`src/rtl/multiword_add_ctrl_pkg.sv`:
```
// rtl/multiword_add_ctrl_pkg.sv - shared FSM encoding and index-width helper for multiword_add_ctrl
package multiword_add_ctrl_pkg;

  typedef enum logic [1:0] {
    ST_IDLE = 2'd0,
    ST_RUN  = 2'd1,
    ST_DONE = 2'd2
  } state_t;

  // Width of the chunk index; at least one bit so NUM_CHUNKS=1 still has a register.
  function automatic int idx_width(input int n);
    int w;
    w = 1;
    while ((1 << w) < n) w++;
    return w;
  endfunction

endpackage

```
`src/rtl/multiword_add_ctrl_chunk_adder.sv`:
```
// rtl/multiword_add_ctrl_chunk_adder.sv - combinational CHUNK_W-bit ripple adder slice
// c_msb is the carry into the top bit, used to derive signed overflow.
module chunk_adder #(
  parameter int CHUNK_W = 4
) (
  output logic [CHUNK_W-1:0] sum,
  output logic               c_out,
  output logic               c_msb,
  input  logic [CHUNK_W-1:0] a,
  input  logic [CHUNK_W-1:0] b,
  input  logic               c_in
);

  always_comb begin
    logic c;
    sum   = '0;
    c_msb = 1'b0;
    c     = c_in;
    for (int i = 0; i < CHUNK_W; i++) begin
      if (i == CHUNK_W - 1) c_msb = c;
      sum[i] = a[i] ^ b[i] ^ c;
      c      = (a[i] & b[i]) | (c & (a[i] ^ b[i]));
    end
    c_out = c;
  end

endmodule

```
`src/rtl/multiword_add_ctrl.sv`:
```
// rtl/multiword_add_ctrl.sv - W-bit add sequenced over NUM_CHUNKS cycles on one shared adder slice
// Optional signed-overflow output ovf is enabled by defining MULTIWORD_ADD_OVF_EN.
module multiword_add_ctrl
  import multiword_add_ctrl_pkg::*;
#(
  parameter  int CHUNK_W    = 4,
  parameter  int NUM_CHUNKS = 4,
  localparam int W          = CHUNK_W * NUM_CHUNKS
) (
  input  logic         clk,
  input  logic         rst_n,
  input  logic         in_valid,
  output logic         in_ready,
  input  logic [W-1:0] a,
  input  logic [W-1:0] b,
  input  logic         c_in,
  output logic         out_valid,
  input  logic         out_ready,
  output logic [W-1:0] sum,
  output logic         c_out,
  output logic         busy
`ifdef MULTIWORD_ADD_OVF_EN
  ,
  output logic         ovf
`endif
);

  localparam int            IW   = idx_width(NUM_CHUNKS);
  localparam logic [IW-1:0] LAST = IW'(NUM_CHUNKS - 1);

  state_t state, state_next;

  logic [W-1:0]       a_r, b_r;
  logic               carry;
  logic [IW-1:0]      idx;
  logic [CHUNK_W-1:0] slice_a, slice_b, slice_sum;
  logic               slice_cout, slice_cmsb;

  assign slice_a = a_r[int'(idx)*CHUNK_W +: CHUNK_W];
  assign slice_b = b_r[int'(idx)*CHUNK_W +: CHUNK_W];

  chunk_adder #(.CHUNK_W(CHUNK_W)) u_chunk_adder (
    .sum   (slice_sum),
    .c_out (slice_cout),
    .c_msb (slice_cmsb),
    .a     (slice_a),
    .b     (slice_b),
    .c_in  (carry)
  );

  always_ff @(posedge clk or negedge rst_n) begin
    if (!rst_n) state <= ST_IDLE;
    else        state <= state_next;
  end

  always_comb begin
    state_next = state;
    in_ready   = 1'b0;
    out_valid  = 1'b0;
    busy       = 1'b0;
    case (state)
      ST_IDLE: begin
        in_ready = 1'b1;
        if (in_valid) state_next = ST_RUN;
      end
      ST_RUN: begin
        busy = 1'b1;
        if (idx == LAST) state_next = ST_DONE;
      end
      ST_DONE: begin
        busy      = 1'b1;
        out_valid = 1'b1;
        if (out_ready) state_next = ST_IDLE;
      end
      default: state_next = ST_IDLE;
    endcase
  end

  // Datapath: operands are captured once so the requester may move on after accept.
  always_ff @(posedge clk or negedge rst_n) begin
    if (!rst_n) begin
      a_r   <= '0;
      b_r   <= '0;
      carry <= 1'b0;
      idx   <= '0;
      sum   <= '0;
      c_out <= 1'b0;
`ifdef MULTIWORD_ADD_OVF_EN
      ovf   <= 1'b0;
`endif
    end else begin
      case (state)
        ST_IDLE: begin
          if (in_valid) begin
            a_r   <= a;
            b_r   <= b;
            carry <= c_in;
            idx   <= '0;
            sum   <= '0;
          end
        end
        ST_RUN: begin
          sum[int'(idx)*CHUNK_W +: CHUNK_W] <= slice_sum;
          carry <= slice_cout;
          if (idx == LAST) begin
            c_out <= slice_cout;
`ifdef MULTIWORD_ADD_OVF_EN
            ovf   <= slice_cmsb ^ slice_cout;
`endif
          end else begin
            idx <= idx + 1'b1;
          end
        end
        default: ;
      endcase
    end
  end

`ifndef MULTIWORD_ADD_OVF_EN
  logic unused_slice_cmsb;
  assign unused_slice_cmsb = slice_cmsb;
`endif

endmodule

```
`config.mk`:
```
export PLATFORM = sky130hd
export DESIGN_NAME = multiword_add_ctrl
export DESIGN_NICKNAME = d
export VERILOG_FILES = /design/src/rtl/multiword_add_ctrl_pkg.sv /design/src/rtl/multiword_add_ctrl_chunk_adder.sv /design/src/rtl/multiword_add_ctrl.sv
export SDC_FILE = /design/constraint.sdc
export NUM_CORES = 1
export LEC_CHECK = 0
export CAP_MARGIN = 5
export CORE_UTILIZATION = 53
export CTS_BUF_LIST = sky130_fd_sc_hd__clkbuf_8
export DETAILED_ROUTE_END_ITERATION = 6
export PLACE_DENSITY = 0.81
export RECOVER_POWER = 100
export SLEW_MARGIN = 20
export SYNTH_ARGS = -nofsm -noshare
export SYNTH_HDL_FRONTEND = slang
export SYNTH_HIERARCHICAL = 1
export SYNTH_SLANG_ARGS = --single-unit
```
`constraint.sdc`:
```
create_clock -name clk -period 3.5 [get_ports clk]
set_clock_uncertainty 0.2 [all_clocks]
set_input_delay 0.7 -clock clk [delete_from_list [all_inputs] [get_ports clk]]
set_output_delay 0.7 -clock clk [all_outputs]
set_load 0.005 [all_outputs]
```
After elaboration in Yosys (flattened, before gate mapping)
Cells that the tools add are included.
{"block": "word_totals", "register_bits": 54, "latchBits": 0, "romBits": 0, "n_memories": 0, "mem_bits_rw": 0, "wordCells": 63, "out_inout_bits": 20, "input_bits": 37}
{"block": "classes", "add_sub_neg": 2, "shifts": 4, "div_mod_pow": 0, "mux": 15, "multipliers": 0, "n_eq_ne": 7, "n_bitwise": 20, "n_lt_le_gt_ge": 0, "reduce_logical": 8}
{"op": "4-bit negation with 33-bit output", "n": 1}
{"op": "4-bit by 33-bit variable shift with 16-bit output (first input constant)", "n": 1}
{"op": "4-bit by 33-bit indexed part select with 16-bit output", "n": 1}
{"op": "16-bit case mux with 2 select lines", "n": 1}
{"op": "16-bit by 5-bit indexed part select with 4-bit output", "n": 2}
{"op": "16-bit bitwise mux", "n": 1}
{"op": "16-bit 2-to-1 mux", "n": 1}
{"op": "2-bit 2-to-1 mux", "n": 5}
{"op": "1-bit bitwise AND", "n": 8}
{"op": "2-bit inequality test (second input constant)", "n": 4}
{"op": "1-bit bitwise XOR", "n": 8}
{"op": "2-bit case mux with 3 select lines", "n": 1}
{"op": "2-bit AND reduction", "n": 3}
{"op": "3-bit AND reduction", "n": 2}
{"op": "2-bit == test (second input constant)", "n": 2}
{"op": "1-bit 2-to-1 mux", "n": 4}
{"op": "1-bit bitwise OR", "n": 4}
{"op": "2-bit case mux with 2 select lines", "n": 1}
{"op": "2-bit by 1-bit adder with 2-bit output (second input constant)", "n": 1}
{"op": "2-bit by 1-bit == test with 1-bit output (second input constant)", "n": 1}
{"op": "2-bit logical NOT", "n": 1}
{"op": "1-bit case mux with 2 select lines", "n": 1}
{"op": "2-bit nonzero test", "n": 1}
{"op": "2-bit OR reduction", "n": 1}

Depth between registers and ports, before layout
{"block": "logic_depth", "depth_word": 12, "ltp_mapped": 11, "ltp_nobuf": 10}

Modules after synthesis
The synthesis kept the hierarchy.
{"module": "multiword_add_ctrl", "cells_per_inst": 189, "instances": 1, "seq_area_each_um2": 1351.3, "area_per_inst_um2": 2561.2}
{"module": "chunk_adder", "cells_per_inst": 12, "instances": 1, "seq_area_each_um2": 0.0, "area_per_inst_um2": 110.1}

Least setup slack after synthesis
OpenSTA, ideal clock, no wires.
{"block": "synth_path", "path_kind": "register -> register", "startpoint": "reg idx[0]", "endpoint": "reg sum[7]", "path_buffers": 1, "path_slack_ps": 292, "period_less_slack_ps": 3208, "required_time_ps": 3173, "arrival_time_ps": 2880, "stages_incl_launch_ff": 12, "setup_time_ps": 127, "path_cell_list": "dfrtp_1 buf_2 mux4_2 fa_1 inv_1 fa_1 fa_1 inv_1 fa_1 nand3_1 nor2_1 mux2_1"}
{"block": "synth_via", "elab_chain_len": 12, "elab_cells_between_ends": 24, "classes_between": "add/sub (1); shift (4); mux (2); bitwise (17)"}
{"item": "start: declaration", "line_no": "multiword_add_ctrl.sv:35", "text": "logic [IW-1:0] idx;"}
{"item": "start signal: assignment", "line_no": "multiword_add_ctrl.sv:111", "text": "idx <= idx + 1'b1;"}
{"item": "16-bit by 5-bit indexed part select with 4-bit output (*)", "line_no": "multiword_add_ctrl.sv:39", "text": "assign slice_a = a_r[int'(idx)*CHUNK_W +: CHUNK_W];"}
{"item": "via slice_a[0]", "line_no": "multiword_add_ctrl.sv:36", "text": "logic [CHUNK_W-1:0] slice_a, slice_b, slice_sum;"}
{"item": "1-bit bitwise XOR", "line_no": "multiword_add_ctrl_chunk_adder.sv:22", "text": "c = (a[i] & b[i]) | (c & (a[i] ^ b[i]));"}
{"item": "1-bit bitwise AND", "line_no": "multiword_add_ctrl_chunk_adder.sv:22"}
{"item": "1-bit bitwise OR (*)", "line_no": "multiword_add_ctrl_chunk_adder.sv:22"}
{"item": "1-bit bitwise AND (*)", "line_no": "multiword_add_ctrl_chunk_adder.sv:22"}
{"item": "1-bit bitwise OR (*)", "line_no": "multiword_add_ctrl_chunk_adder.sv:22"}
{"item": "1-bit bitwise AND (*)", "line_no": "multiword_add_ctrl_chunk_adder.sv:22"}
{"item": "1-bit bitwise OR (*)", "line_no": "multiword_add_ctrl_chunk_adder.sv:22"}
{"item": "via slice_cmsb", "line_no": "multiword_add_ctrl.sv:37", "text": "logic slice_cout, slice_cmsb;"}
{"item": "1-bit bitwise XOR (*)", "line_no": "multiword_add_ctrl_chunk_adder.sv:21", "text": "sum[i] = a[i] ^ b[i] ^ c;"}
{"item": "via slice_sum[3]", "line_no": "multiword_add_ctrl.sv:36"}
{"item": "4-bit by 33-bit indexed part select with 16-bit output (*)", "line_no": "multiword_add_ctrl.sv:103", "text": "sum[int'(idx)*CHUNK_W +: CHUNK_W] <= slice_sum;"}
{"item": "16-bit bitwise mux (*)", "line_no": "multiword_add_ctrl.sv:103"}
{"item": "16-bit case mux with 2 select lines (*)", "line_no": "multiword_add_ctrl.sv:92", "text": "case (state)"}
{"item": "end signal: indexed assignment", "line_no": "multiword_add_ctrl.sv:103"}
{"item": "end: declaration", "line_no": "multiword_add_ctrl.sv:19", "text": "output logic [W-1:0] sum,"}
Mark *: on every way through the listed nets, which the timed path passes. The rest lies on a longest branch.
A chain may end at the register's enable or synchronous reset.

Worst setup path after layout
{"block": "layout_path", "startpoint": "reg idx[0]", "endpoint": "reg sum[7]"}
{"block": "layout_via", "elab_cells_between_ends": 24, "classes_between": "add/sub (1); shift (4); mux (2); bitwise (17)"}
{"item": "16-bit by 5-bit indexed part select with 4-bit output (*)", "line_no": "multiword_add_ctrl.sv:40", "text": "assign slice_b = b_r[int'(idx)*CHUNK_W +: CHUNK_W];"}
{"item": "via slice_b[1]", "line_no": "multiword_add_ctrl.sv:36"}
{"item": "1-bit bitwise XOR", "line_no": "multiword_add_ctrl_chunk_adder.sv:22"}
{"item": "1-bit bitwise AND", "line_no": "multiword_add_ctrl_chunk_adder.sv:22"}
{"item": "1-bit bitwise OR (*)", "line_no": "multiword_add_ctrl_chunk_adder.sv:22"}
{"item": "1-bit bitwise AND (*)", "line_no": "multiword_add_ctrl_chunk_adder.sv:22"}
{"item": "1-bit bitwise OR (*)", "line_no": "multiword_add_ctrl_chunk_adder.sv:22"}
{"item": "via slice_cmsb", "line_no": "multiword_add_ctrl.sv:37"}
{"item": "1-bit bitwise XOR (*)", "line_no": "multiword_add_ctrl_chunk_adder.sv:21"}
{"item": "via slice_sum[3]", "line_no": "multiword_add_ctrl.sv:36"}
{"item": "4-bit by 33-bit indexed part select with 16-bit output (*)", "line_no": "multiword_add_ctrl.sv:103"}
{"item": "16-bit bitwise mux (*)", "line_no": "multiword_add_ctrl.sv:103"}
{"item": "16-bit case mux with 2 select lines (*)", "line_no": "multiword_add_ctrl.sv:92"}
Marked as above.

==> run summary <==
status = finished with violations
failing checks = max-capacitance violations, max-slew violations
Commonest cells post-synth = dfrtp_1 (54), mux2_2 (36), inv_1 (20)
starting density of the core = 55.8%
clock period minus worst slack = 3250 ps
DR iter-0 viols = 63
Die Width = 73.0 um
initial antenna violation count = 0
CP required = 3490 ps
share of cells above drive strength 1 = 23.4%
PortBufs = 56
Total GRT Usage = 20.6%
cts hold-fix bufs = 0
global placer's final weighted congestion = 0.850
post-route setup slack = 255 ps
library cells used by synthesis = 26
Mapped Nets = 251
CP Capture Type = register
Slowest cell on crit path = dfrtp_2
Startpoint Class = register
R2R cell count = 10
register area = 1350 um2
Switching Share = 38.1%
vias in the first global route = 1783
Die ar. = 5330 um2
Arr. time, crit path = 3240 ps
Worst-Margin Slew = 1620 ps
# rows = 25
Fill cells = 372
largest fanout on the critical path = 16
TNS Setup = 0 ps
H-tree Lvls = 2
Die Y = 73.0 um
Final Power = 0.00274 W
Largest stage delay, worst path = 480 ps
P_int = 0.00170 W
Seq/Total Area, Yosys = 50.6%
Post-DP HPWL = 3550 um
count leader, synth = dfrtp_1
clock root buffer = clkbuf_8
Max-slew headroom = -8.22%
asr flop ratio synth = 100%
most used cell along the critical path = fa_1
drc violations = 0
global-route wire length before repair = 8230 um
TritonCTS clock tree = built
Clock Power Share = 12.0%
worst reg-to-reg setup slack = 250 ps
post-synthesis cell area = 2670 um2
Pre-antenna DRT Iters = 5
worst min path class = reg -> reg
CP Buf/Inv Count = 3
Fmax = 0.308 GHz
via/cell ratio = 5.27
critical path depth in cells = 10
CTS Buf Count = 5
Diodes inserted = 0
# IOs = 57
GR Overflow Total = 0
Antenna Nets Post-Route = 0
Post-Syn Area per Cell = 13.3 um2
EDFF count, synth = 0
clk_lat worst skew = 310 ps
RSZ-0062 raised after global routing = false
clk buf depth = 2
pre-CTS setup slack = 204 ps
Period Utilization, post-route = 92.7%
cell taking the most area after synthesis = dfrtp_1
pwr dens = 810 nW/um2
worst path cell trace = buf_4, mux4_2, inv_1, fa_1, fa_1, inv_1, fa_1, nand3_1, nor2_1, mux2_1
number of failing hold endpoints at the final stage = 0
largest net degree at the start of global routing = 55
Setup Crit Path Kind = reg -> reg
area delta synth->final = 26.6%
Syn Inst Count = 201
top cell type's share of synthesized area = 50.6%
synthesized flop and latch total = 54
CTS clk-pin slew, worst paths = 90 ps
post-CTS setup buffer count = 0
sequential power share = 36.2%
multi-input gate area in the final layout = 1210 um2
vias = 1727
MaxCap Viol Count = 1
Synth Flop Type = dfrtp_1
Net count, final = 311
Yosys warning count = 6
core area = 4790 um2
routed length per instance = 14.0 um
total routed wirelength = 4600 um
ranking of synthesized cells by area = dfrtp_1 (51%), mux2_2 (15%), mux4_2 (6.7%)
clk sinks = 54
cell leakage power = 1.52 nW
combinational share of power = 51.8%
Final setup viols = 0
Worst VDD drop = 0.381 mV
family with the most delay on the worst path = adder cells
Min-Delay Path Depth = 1
cts repair resizes = 0
Net Sw Power = 0.00104 W
fin. max-slew vios = 33
-- cells by family (layout without fill, tap and decap cells) --
group	count (synthesis)	count (layout)	synth area share (%)
buf+inv	27	87	4.07
fa+ha+maj	13	13	7.21
flops	54	54	50.6
simple gates	35	35	6.28
compound gates	12	12	3.37
mux	60	60	28.5
-- worst paths after layout --
| check | startpoint | end |
|---|---|---|
| worst min-delay path | sum[4]$_DFFE_PN0P_ | sum[4]$_DFFE_PN0P_ |
| worst max-delay path | idx[0]$_DFFE_PN0P_ | sum[7]$_DFFE_PN0P_ |
| worst max register to register | idx[0]$_DFFE_PN0P_ | sum[7]$_DFFE_PN0P_ |
| worst min register to register | sum[4]$_DFFE_PN0P_ | sum[4]$_DFFE_PN0P_ |
| min in group asynchronous | rst_n | state[1]$_DFFE_PN0P_ |
| max in group asynchronous | rst_n | idx[0]$_DFFE_PN0P_ |
-- registers in the layout, summed over array words and instances (netlist names) --
| register | count |
|---|---|
| carry | 1 |
| c_out | 1 |
| sum | 16 |
| idx | 2 |
| state | 2 |
| b_r | 16 |
| a_r | 16 |
-- final cells by class --
cell class / count / share of cell area (%)
Clock buffer: 5 / 2.04
Sequential cell: 54 / 40.0
Multi-Input combinational cell: 120 / 35.8
Inverter: 20 / 2.22
Timing Repair Buffer: 60 / 17.1
Tap cell: 67 / 2.48
Clock inverter: 2 / 0.296
-- through the flow --
stage / area (um2) / cells / hold slack (ps) / utilization (%)
floorplan: 2670 / 201 / 204 / -
global placement: 3310 / 321 / 274 / 69.1
detailed placement: 3310 / 321 / 280 / 69.1
CTS: 3390 / 328 / 300 / 70.7
global route: 3380 / 328 / 309 / 70.6
finish: 3380 / 328 / 285 / 70.6
-- metal layers --
metal  GRT usage, %  part of all wire (%)  vias to the layer above
met5              0                     0                        -
met4           6.10                   1.5                        0
met3           4.70                   4.0                        8
met2           33.7                    50                       49
met1           27.5                    45                      848
li1               -                     -                      822
-- cells in the final DEF, fill, tap and decap left out, types with 2 or more instances in the layout --
cell type / synthesis / routed
a21oi_1: 2 / 2
a32o_1: 2 / 2
buf_4: 0 / 2
clkbuf_8: 0 / 5
clkdlybuf4s50_1: 0 / 34
clkinv_2: 0 / 2
dfrtp_1: 54 / 53
dlygate4sd3_1: 0 / 21
fa_1: 4 / 4
ha_1: 9 / 9
inv_1: 20 / 20
mux2_1: 8 / 8
mux2_2: 36 / 36
mux2i_1: 7 / 7
mux4_2: 8 / 8
nand2_1: 13 / 13
nand2b_1: 2 / 2
nand3_1: 6 / 6
nor2_1: 4 / 4
nor3_1: 7 / 7
o21ai_0: 4 / 4
-- power by group through the flow --
stage	Clock [W]	Sequential, W	Combinational (W)
after global placement	0	0.00100	0.00138
after floorplan	0	0.000939	0.00107
after global routing	0.000362	0.00102	0.00157
after detailed placement	0	0.00101	0.00143
after CTS	0.000335	0.000993	0.00143
final	0.000327	0.000992	0.00142
Power figures use the tool's default switching activity.
==> variant 1, RTL diff (config.mk and constraints unchanged) <==
Add a define of `MULTIWORD_ADD_OVF_EN`.
--- a/src/rtl/multiword_add_ctrl.sv
+++ b/src/rtl/multiword_add_ctrl.sv
@@ -1,5 +1,7 @@
 // rtl/multiword_add_ctrl.sv - W-bit add sequenced over NUM_CHUNKS cycles on one shared adder slice
 // Optional signed-overflow output ovf is enabled by defining MULTIWORD_ADD_OVF_EN.
+`define MULTIWORD_ADD_OVF_EN
+
 module multiword_add_ctrl
   import multiword_add_ctrl_pkg::*;
 #(
Formal check against the unedited RTL (old outputs only; new: ovf): equivalent (equiv_simple and equiv_induct, registers matched by name and starting in step).
==> variant 1 against the unedited design <==
  * The flow still finishes with violations (capacitance limit, slew limit)
  * Die area up 2.6%
  * Wire length rose by 14%
  * Design area grew 2.7%
  * Sequential cell count up 1
  * Power grew 10%
  * Synthesized area up 2.7%
  * Worst setup slack better by 2.1 ps
  * Highest routed layer unchanged
==> variant 1: results (changes against the unedited design) <==
Run status
  • Outcome: finished, violations left
  • Failing checks: capacitance limit, slew limit

Placement
  • Placer congestion estimate: 0.814 (-4.1%)
  • Buffers on Ports: 57 (+1.8%)
  • Place WS: 276 ps (+71.7 ps)
  • Dpl hpwl: 3.94 mm (+11%)
  • DP Cell Count: 337 (+5.0%)

Power and ir drop
  • PwrDens: 870 mW/mm^2 (+7.4%)
  • VDD IR-drop max: 0.476 mV (+25%)
  • Leak: 0.00156 uW (+2.4%)

Synth
  • Synth warn: 6 (unchanged)
  • Main area contributors after synthesis: dfrtp_1, mux2_2, mux4_2
  • Commonest cells in the netlist: dfrtp_1, mux2_2, inv_1
  • Synth Area in Adders: 7.02% (-0.19 points)
  • Syn nets: 266 (+6.0%)
  • Synth Area in XOR/XNOR: 0.319% (+0.32 points)
  • Cell variety after synth: 28 (+7.7%)
  • Synthesized-area fraction occupied by ao, oa, aoi and oai cells: 4.42% (+1.1 points)
  • Yosys reg bits: 55 (+1.9%)
  • Seq/Total Area, Yosys: 50.2% (-0.43 points)
  • Post-synthesis mux area share: 25.9% (-2.5 points)

Drt
  • Met3 WL: 207 um (+13%)
  • Per-cell routed wire length: 15.2 um (+8.1%)
  • Routed met2 length: 2.60 mm (+13%)
  • Post-DR vias/cell: 5.39 (+2.4%)
  • Detailed Route WL: 5.23 mm (+14%)
  • First DRT Iteration DRCs: 121 (+92%)
  • M1 wire length: 2.28 mm (+11%)
  • Drt first pass iters: 4 (-1)

Global routing
  • Met1 Resource Use GR: 29.1% (+1.6 points)
  • GRT met2 Usage: 36.1% (+2.3 points)
  • First-pass GRT wire length: 8.84 mm (+7.4%)
  • GRT Util Overall: 22.0% (+1.5 points)
  • Vias in the first global route: 1869 (+4.8%)
  • Pin count of the biggest net entering global routing: 35 (-36%)

Hold path
  • Hold path endpoint: a_r[9]
  • Hold wc startpoint: a_r[9]

Timing
  • Max frequency: 308 MHz (about the same)
  • Max transition margin: -15.9% (-7.7 points)
  • WHS: 309 ps (+24.0 ps)
  • Max-slew violations: 34 (+3.0%)

Layout
  • Multi-input combinational cell count: 132 (+10%)
  • Share of layout cells above drive strength 1: 22.3% (-1.1 points)
  • Clk_buf instances: 6 (+1)
  • Signal buffers: 62 (+3.3%)
  • Fraction of standard cell area in multi-input logic: 35.8% (-0.054 points)
  • Fillers: 370 (-0.54%)
  • Non-clock buffer area fraction after layout: 17.0% (-0.097 points)
  • Signal inverters: 21 (+5.0%)
  • Final nets: 327 (+5.1%)
  • Reg area: 0.00138 mm^2 (+1.8%)

Critical path
  • Maximum fanout along the worst path: 6 (-10)
  • Worst path slowest cell: mux4_2
  • Crit path largest cell delay: 560 ps (+80 ps)

Job
  • Max-cap violations: 1 (unchanged)
## variant 1: changes by cell type after synthesis, moves of 3 or more
cell | unedited run | this run
mux2_1 | 8 | 0
nand2b_1 | 2 | 5
o31ai_1 | 0 | 4
o21ai_0 | 4 | 7
mux2_2 | 36 | 41
nand2_1 | 13 | 18
nor3_1 | 7 | 4
## variant 1: logic make-up (layout without fill, tap and decap cells)
| kind of cell | after synthesis | in the layout |
|---|---|---|
| XOR/XNOR | 1 | 1 |
| multiplexers | 56 | 56 |
| AND/OR/NAND/NOR | 42 | 42 |
| AO/OA/AOI/OAI | 20 | 20 |
| adder cells (fa/ha/maj) | 13 | 13 |
| flip-flops | 55 | 55 |
| buffers and inverters | 29 | 91 |
## variant 1: power by group
part           switching (uW)  leakage [uW]  internal [uW]
sequential                158      0.000688            887
combinational             807      0.000817            786
clock                     219     0.0000522            166
total                    1180       0.00156           1840
==> variant 2, RTL diff (same settings) <==
Made on the original files. Re-encode `state_t` (3 states) as one-hot, 3 bits wide.
--- a/src/rtl/multiword_add_ctrl_pkg.sv
+++ b/src/rtl/multiword_add_ctrl_pkg.sv
@@ -1,10 +1,10 @@
 // rtl/multiword_add_ctrl_pkg.sv - shared FSM encoding and index-width helper for multiword_add_ctrl
 package multiword_add_ctrl_pkg;
 
-  typedef enum logic [1:0] {
-    ST_IDLE = 2'd0,
-    ST_RUN  = 2'd1,
-    ST_DONE = 2'd2
+  typedef enum logic [2:0] {
+    ST_IDLE = 3'b001,
+    ST_RUN  = 3'b010,
+    ST_DONE = 3'b100
   } state_t;
 
   // Width of the chunk index; at least one bit so NUM_CHUNKS=1 still has a register.
Behaviour: same outputs for any inputs over 10 cycles, from zero or initial values and one cycle with rst_n low; not proved beyond that.
==> variant 2 against the unedited design <==
  * Clock power about the same
  * Sequential cell count up 1
  * Core utilization up 1.3 points
  * Power down 8.7%
  * Worst setup slack better by 100 ps
  * Synthesized area down 4.4%
  * Non-clock buffer count up 2
  * Wire length up 9.8%
  * First-iteration DRC count up 92%
  * Maximum frequency up 3.2%
  * Design area down 4.1%
  * Cell count up 7.9%
  * Combinational power down 18%
  * Largest cell class unchanged
==> variant 2: results (changes against the unedited design) <==
Run status
  • Outcome: finished, final reports clean

Global routing
  • First-pass GRT wire length: 8.87 mm (+7.7%)
  • Pin count of the biggest net entering global routing: 35 (-36%)
  • Vias in the first global route: 1918 (+7.6%)

Critical path
  • Maximum fanout along the worst path: 11 (-5)
  • WP data arrival: 3150 ps (-90 ps)
  • Crit path largest cell delay: 590 ps (+110 ps)

Drt
  • Detailed Route WL: 5.06 mm (+9.8%)
  • Drt first pass iters: 4 (-1)
  • First DRT Iteration DRCs: 121 (+92%)
  • Post-DR vias/cell: 5.40 (+2.5%)

Power and ir drop
  • Leak: 0.00162 uW (+6.6%)
  • Sw Pwr: 1010 uW (-3.1%)
  • VDD IR-drop max: 0.437 mV (+15%)

Synth
  • Cell variety after synth: 32 (+23%)
  • Main area contributors after synthesis: dfrtp_1, nand2_1, mux4_2
  • Commonest cells in the netlist: nand2_1, dfrtp_1, a22o_1
  • Synth Instances: 243 (+21%)
  • Syn nets: 290 (+16%)
  • Seq/Total Area, Yosys: 53.9% (+3.4 points)

Placement
  • Placer congestion estimate: 0.824 (-3.0%)
  • Dpl hpwl: 3.82 mm (+7.4%)

Hold path
  • Hold wc startpoint: a_r[5]
  • Hold Crit Depth: 2 (+1)

Layout
  • Final nets: 348 (+12%)
## variant 2: cell types whose count changed in the layout (fill, tap and decap cells not counted), moves of 3 or more
cell	delta
a22o_1	+16
a31oi_1	+4
ha_1	-3
inv_1	-4
mux2_1	-8
mux2_2	-35
mux2i_1	-7
nand2_1	+87
nand3_1	-4
nor2_1	-4
nor3_1	-7
## variant 2: cells by family (layout without fill, tap and decap cells)
| family | after synthesis | in the layout | share of synthesized area [%] |
|---|---|---|---|
| and+or+nand+nor | 117 | 117 | 20.3 |
| DFF | 55 | 55 | 53.9 |
| muxes | 9 | 9 | 7.50 |
| buffers and inverters | 25 | 84 | 4.07 |
| adders and majority gates | 10 | 10 | 6.08 |
| AOI/OAI and AO/OA | 27 | 27 | 8.08 |
## variant 2: metal layers
layer / wire length [um] / global-route usage [%] / vias to the layer above / part of all wire, %
met4: 61 / 6.67 / 0 / 1.2
met3: 224 / 4.78 / 5 / 4.4
met1: 2210 / 30.5 / 926 / 44
li1: - / - / 923 / -
met5: 0 / 0 / - / 0
met2: 2560 / 38.4 / 56 / 51
## variant 2: final cells by class
| class | count | area [um^2] |
|---|---|---|
| inverter | 14 | 52.6 |
| sequential | 55 | 1380 |
| timing repair buffer | 62 | 587 |
| clock buffer | 5 | 68.8 |
| tap | 52 | 65.1 |
| fill | 334 | 1260 |
| multi-input combinational | 163 | 1080 |
| clock inverter | 3 | 12.5 |
## variant 2: how the worst min path moves through the flow
stage              to  slack (ps)
3_3_place_gp   b_r[7]         260
5_1_grt        a_r[1]         320
6_report       a_r[5]         280
3_5_place_dp   b_r[7]         260
2_1_floorplan  a_r[0]         200
4_1_cts        sum[3]         170
## variant 2: worst min-delay path, delay by kind of cell, from the launching register on
kind          cells  cell delay (ps)
flops             1              350
simple gates      2              110
